**config.mk**
```make
export PLATFORM = sky130hd
export DESIGN_NAME = uart_tx_arb_flat
export DESIGN_NICKNAME = d
export VERILOG_FILES = /design/src/rtl/uart_tx_arb_if.sv /design/src/rtl/uart_tx_arb.sv /design/src/flat_wrapper.sv
export SDC_FILE = /design/constraint.sdc
export NUM_CORES = 1
export LEC_CHECK = 0
export ABC_AREA = 1
export CAP_MARGIN = 20
export CELL_PAD_IN_SITES_DETAIL_PLACEMENT = 1
export CELL_PAD_IN_SITES_GLOBAL_PLACEMENT = 1
export CORE_UTILIZATION = 36
export CTS_BUF_LIST = sky130_fd_sc_hd__clkbuf_4 sky130_fd_sc_hd__clkbuf_8
export CTS_CLUSTER_SIZE = 8
export DETAILED_ROUTE_END_ITERATION = 12
export PLACE_DENSITY = 0.83
export SYNTH_ARGS = -nofsm -noshare
export SYNTH_HDL_FRONTEND = slang
export SYNTH_SLANG_ARGS = --single-unit
```
**constraint.sdc**
```tcl
create_clock -name clk -period 4.25 [get_ports clk]
set_clock_uncertainty 0.1 [all_clocks]
set_input_delay 1.0625 -clock clk [delete_from_list [all_inputs] [get_ports clk]]
set_output_delay 1.0625 -clock clk [all_outputs]
set_load 0.05 [all_outputs]
```
**src/rtl/uart_tx_arb_if.sv**
```systemverilog
// Handshake bundle between the two word requesters, the uart_tx transmitter and uart_tx_arb.
// The master modport is the requester/transmitter side; the slave modport is the arbiter.
interface uart_tx_arb_if #(
  parameter int WORD_WIDTH = 16
);
  logic                  req0_valid;
  logic [WORD_WIDTH-1:0] req0_word;
  logic                  req0_ack;
  logic                  req1_valid;
  logic [WORD_WIDTH-1:0] req1_word;
  logic                  req1_ack;
  logic                  tx_ready_to_send;
  logic                  tx_start_n;
  logic [7:0]            tx_data;
  logic                  busy;
  logic                  grant;
  logic                  timeout_err;

  modport master (
    output req0_valid, req0_word, req1_valid, req1_word, tx_ready_to_send,
    input  req0_ack, req1_ack, tx_start_n, tx_data, busy, grant, timeout_err
  );

  modport slave (
    input  req0_valid, req0_word, req1_valid, req1_word, tx_ready_to_send,
    output req0_ack, req1_ack, tx_start_n, tx_data, busy, grant, timeout_err
  );
endinterface

```
**src/rtl/uart_tx_arb.sv**
```systemverilog
// Round-robin arbiter that serialises 16-bit words from two requesters into uart_tx bytes, high byte first.
// Optional feature: define UART_ARB_TAG_EN to prefix each word with the tag byte 8'hA0 | grant.
module uart_tx_arb #(
  parameter int TIMEOUT_CYCLES = 16384
) (
  input  logic         clk,
  input  logic         rst,
  uart_tx_arb_if.slave bus
);
  localparam int WORD_WIDTH = 16;
`ifdef UART_ARB_TAG_EN
  localparam int NUM_BYTES = 3;
`else
  localparam int NUM_BYTES = 2;
`endif
  localparam int CNT_W = $clog2(TIMEOUT_CYCLES + 1);
  localparam logic [1:0]       LAST_IDX  = 2'(NUM_BYTES - 1);
  localparam logic [CNT_W-1:0] CNT_LIMIT = CNT_W'(TIMEOUT_CYCLES - 1);

  typedef enum logic [2:0] {IDLE, SEND, WAIT_BUSY, WAIT_DONE, ACK} state_t;

  state_t                state;
  logic                  last_grant;
  logic [WORD_WIDTH-1:0] word;
  logic [1:0]            byte_idx;
  logic [CNT_W-1:0]      timeout_cnt;
  logic                  pick;
  logic [7:0]            cur_byte;

  // With both requesting, the one that did not own the previous word wins.
  always_comb begin
    pick = 1'b0;
    if (bus.req0_valid && bus.req1_valid)
      pick = ~last_grant;
    else
      pick = bus.req1_valid;
  end

  always_comb begin
    cur_byte = word[7:0];
`ifdef UART_ARB_TAG_EN
    case (byte_idx)
      2'd0:    cur_byte = 8'hA0 | {7'd0, bus.grant};
      2'd1:    cur_byte = word[15:8];
      default: cur_byte = word[7:0];
    endcase
`else
    if (byte_idx == 2'd0)
      cur_byte = word[15:8];
`endif
  end

  always_ff @(posedge clk or posedge rst) begin
    if (rst) begin
      state           <= IDLE;
      last_grant      <= 1'b1;
      word            <= '0;
      byte_idx        <= '0;
      timeout_cnt     <= '0;
      bus.grant       <= 1'b0;
      bus.busy        <= 1'b0;
      bus.tx_start_n  <= 1'b1;
      bus.tx_data     <= 8'd0;
      bus.req0_ack    <= 1'b0;
      bus.req1_ack    <= 1'b0;
      bus.timeout_err <= 1'b0;
    end else begin
      bus.tx_start_n <= 1'b1;
      bus.req0_ack   <= 1'b0;
      bus.req1_ack   <= 1'b0;
      case (state)
        IDLE: begin
          byte_idx <= '0;
          if (bus.req0_valid || bus.req1_valid) begin
            bus.grant <= pick;
            word      <= pick ? bus.req1_word : bus.req0_word;
            bus.busy  <= 1'b1;
            state     <= SEND;
          end
        end
        SEND: begin
          if (bus.tx_ready_to_send) begin
            bus.tx_data    <= cur_byte;
            bus.tx_start_n <= 1'b0;
            timeout_cnt    <= '0;
            state          <= WAIT_BUSY;
          end
        end
        WAIT_BUSY: begin
          if (!bus.tx_ready_to_send) begin
            state <= WAIT_DONE;
          end else if (timeout_cnt == CNT_LIMIT) begin
            // Drop the word; the requester still holds valid and is re-served later.
            bus.timeout_err <= 1'b1;
            last_grant      <= bus.grant;
            bus.busy        <= 1'b0;
            state           <= IDLE;
          end else begin
            timeout_cnt <= timeout_cnt + 1'b1;
          end
        end
        WAIT_DONE: begin
          if (bus.tx_ready_to_send) begin
            if (byte_idx == LAST_IDX) begin
              bus.req0_ack <= ~bus.grant;
              bus.req1_ack <= bus.grant;
              state        <= ACK;
            end else begin
              byte_idx <= byte_idx + 1'b1;
              state    <= SEND;
            end
          end
        end
        ACK: begin
          last_grant <= bus.grant;
          bus.busy   <= 1'b0;
          state      <= IDLE;
        end
        default: state <= IDLE;
      endcase
    end
  end
endmodule

```
**src/flat_wrapper.sv**
```systemverilog
// flat-port wrapper written by rule: the top's interface ports become plain ports
module uart_tx_arb_flat 
#(
  parameter int TIMEOUT_CYCLES = 16384
)
  (clk, rst, bus_req0_valid, bus_req0_word, bus_req1_valid, bus_req1_word, bus_tx_ready_to_send, bus_req0_ack, bus_req1_ack, bus_tx_start_n, bus_tx_data, bus_busy, bus_grant, bus_timeout_err);
  uart_tx_arb_if bus_i ();
  input  logic clk;
  input  logic rst;
  input wire logic [$bits(bus_i.req0_valid)-1:0] bus_req0_valid;
  input wire logic [$bits(bus_i.req0_word)-1:0] bus_req0_word;
  input wire logic [$bits(bus_i.req1_valid)-1:0] bus_req1_valid;
  input wire logic [$bits(bus_i.req1_word)-1:0] bus_req1_word;
  input wire logic [$bits(bus_i.tx_ready_to_send)-1:0] bus_tx_ready_to_send;
  output wire logic [$bits(bus_i.req0_ack)-1:0] bus_req0_ack;
  output wire logic [$bits(bus_i.req1_ack)-1:0] bus_req1_ack;
  output wire logic [$bits(bus_i.tx_start_n)-1:0] bus_tx_start_n;
  output wire logic [$bits(bus_i.tx_data)-1:0] bus_tx_data;
  output wire logic [$bits(bus_i.busy)-1:0] bus_busy;
  output wire logic [$bits(bus_i.grant)-1:0] bus_grant;
  output wire logic [$bits(bus_i.timeout_err)-1:0] bus_timeout_err;
  assign bus_i.req0_valid = bus_req0_valid;
  assign bus_i.req0_word = bus_req0_word;
  assign bus_i.req1_valid = bus_req1_valid;
  assign bus_i.req1_word = bus_req1_word;
  assign bus_i.tx_ready_to_send = bus_tx_ready_to_send;
  assign bus_req0_ack = bus_i.req0_ack;
  assign bus_req1_ack = bus_i.req1_ack;
  assign bus_tx_start_n = bus_i.tx_start_n;
  assign bus_tx_data = bus_i.tx_data;
  assign bus_busy = bus_i.busy;
  assign bus_grant = bus_i.grant;
  assign bus_timeout_err = bus_i.timeout_err;
  uart_tx_arb #(.TIMEOUT_CYCLES(TIMEOUT_CYCLES)) u_core (.clk(clk), .rst(rst), .bus(bus_i));
endmodule
```
==> metrics <==
CTS sink count 51; critical-path cell list clkdlybuf4s50_1; fin nets 423; sequential-to-total area share from yosys stat 48.1%; post-synthesis register bit count 51; Clk pin slew, worst setup/hold paths 100 ps; commonest non-fill, non-tap cell in the layout nand2_1; GRT Overall Usage 20.0%; HP Class reg -> reg; H-Tree Level Count 2; R2R Path End u_core.timeout_cnt[3]; final wirelength 6.69 mm; Worst EP required 3090 ps; Worst Tran Pin Value 954 ps; Cell variety after synth 35; Gates resized, CTS repair 0; RR Startpoint u_core.state[1]; P per Cell Area 574 nW/µm²; clock network latency to the later pin of the worst-skew pair 310 ps; Setup-failing EPs final 0; first-pass GRT wire length 12.0 mm; antenna diode count 0; DRT Pass-1 Iters 4; WP data arrival 1640 ps; Cell Rows 30; port bufs 50; Max clock buf depth 2; starting density of the core 38.3%; leakage 1.50 nW; syn_nets 375; post-CTS setup buffers 0; total global routing overflow 0; die width 87.9 µm; max-slew headroom at the worst pin 36.3%; most frequent cells in the layout nand2_1 (78), clkdlybuf4s50_1 (50), dfrtp_1 (49); Synth Instances 335; DPL Wire Length 5.14 mm; CP max FO 1; mean routed wirelength per cell 13.9 µm; RSZ-0062 raised after global routing false; core area 6940 µm²; DRC 0; critical path type reg -> out; CP startpoint kind flop; die height 87.9 µm; die area 7730 µm²; CP peak stage delay 800 ps; Layout area overhead 24.9%; fin crit share 66.0%; buffers and inverters on the worst path 1; CTS tree done; CTS Root Cell clkbuf_8; Critical Path Sink Type primary output; hold_buf cts 0; FMAX 356 MHz; Via Count 2397; Max Slew Vio Count 0; Initial DRC Count 45; worst hold margin 374 ps; Crit path depth 1; number of global-route vias before repair 2554; average cell area after synthesis 7.93 µm²; Setup crit start u_core.bus.tx_start_n; setup TNS 0 ps; Antenna Violating Nets Remaining 0; CTS buffer count 5; Final min period 2810 ps; Ys Warns 0; Critical Path Slowest Stage Cell clkdlybuf4s50_1; maxcap violations 0; final hold vios 0; share of cells above drive strength 1 8.33%; # IOs 51; crit path capture bus_tx_start_n; initial antenna violation count 0; Post-Syn Area 2660 µm²; largest net degree at the start of global routing 31; Peak VDD IR 0.402 mV; status complete, no violations; critical path's top delay family buffers and inverters; GP Congestion 0.790; Worst R2R Setup Slack 2240 ps; Vias/cell 4.99; R2R depth 5
stage by stage:
step / power, mW / setup WS [ps] / std cells / util, % / cell area [µm²]
detailed placement: 1.62 / 1320 / 472 / 46.4 / 3220
global route: 2.06 / 1410 / 480 / 47.8 / 3320
floorplan: 1.35 / 1860 / 335 / - / 2660
finish: 1.90 / 1440 / 480 / 47.8 / 3320
CTS: 1.93 / 1420 / 480 / 47.8 / 3320
global placement: 1.58 / 1420 / 472 / 46.4 / 3220
worst min path at each step:
stage	start	depth (start not counted)	end
detailed placement	u_core.last_grant	2	u_core.last_grant
global placement	u_core.last_grant	2	u_core.last_grant
floorplan	u_core.last_grant	2	u_core.last_grant
global route	u_core.last_grant	2	u_core.last_grant
finish	u_core.last_grant	2	u_core.last_grant
CTS	u_core.last_grant	2	u_core.last_grant
power breakdown:
group	switching [mW]	total [mW]	internal [mW]
registers	0.0914	0.736	0.644
logic	0.575	0.864	0.289
clock network	0.164	0.304	0.140
total	0.830	1.90	1.07
synthesized netlist by cell type:
master    instances  area [µm²]
nand3_1          28         140
or2_2             1        6.26
a21oi_2           1        8.76
and2_1            2        12.5
buf_8             1        15.0
nor3b_1           1        7.51
a31oi_1           1        6.26
nand2_4           1        11.3
o21ai_0          32         160
and3_1            1        6.26
inv_4             1        6.26
a21oi_4           1        16.3
o21ai_1          17        85.1
buf_2             1        5.00
inv_2             3        11.3
nor3_1            3        15.0
buf_4             2        15.0
nand2_1          78         293
nor2_2            3        18.8
dfrtp_1          49        1230
clkbuf_1          5        18.8
nor3_2            2        20.0
ha_1              3        37.5
nand2_2           5        31.3
xor2_1            3        26.3
dfstp_2           2        52.6
nand3_2           2        20.0
nand4_1           4        25.0
xnor2_1           4        35.0
inv_1            32         120
buf_6             1        11.3
clkinv_1          1        3.75
nor2_1           35         131
o22ai_1           8        50.1
o21bai_1          1        7.51
area by class of cell:
| cell class | instances | area [µm²] |
|---|---|---|
| multi-input combinational | 237 | 1170 |
| tap | 96 | 120 |
| fill | 838 | 3630 |
| clock inverter | 1 | 8.76 |
| clock buffer | 7 | 90.1 |
| timing repair buffer | 51 | 508 |
| sequential | 51 | 1280 |
| inverter | 37 | 141 |
routing by layer:
layer / GRT usage (%) / vias up / part of all wire, %
met4: 6.26 / 0 / 1.5
met3: 2.54 / 8 / 2.4
met5: 0 / - / 0
met2: 35.1 / 36 / 51
met1: 25.7 / 1175 / 45
li1: - / 1178 / -
cell families (layout without fill, tap and decap cells):
family	count (synthesis)	count (layout)	share of synthesized area, %
AO/OA/AOI/OAI	61	61	12.6
XOR/XNOR	7	7	2.31
flip-flops	51	51	48.1
AND/OR/NAND/NOR	166	166	27.8
buffers and inverters	47	96	7.77
adder cells (fa/ha/maj)	3	3	1.41
sequential cells by signal (all words and copies together), names as in the netlist:
name,cells
u_core.bus.timeout_err,1
u_core.word,16
u_core.timeout_cnt,15
u_core.bus.tx_data,8
u_core.bus.tx_start_n,1
u_core.byte_idx,2
u_core.bus.busy,1
u_core.bus.req1_ack,1
u_core.last_grant,1
u_core.bus.grant,1
u_core.state,3
u_core.bus.req0_ack,1
(Power assumes the default switching activity.)
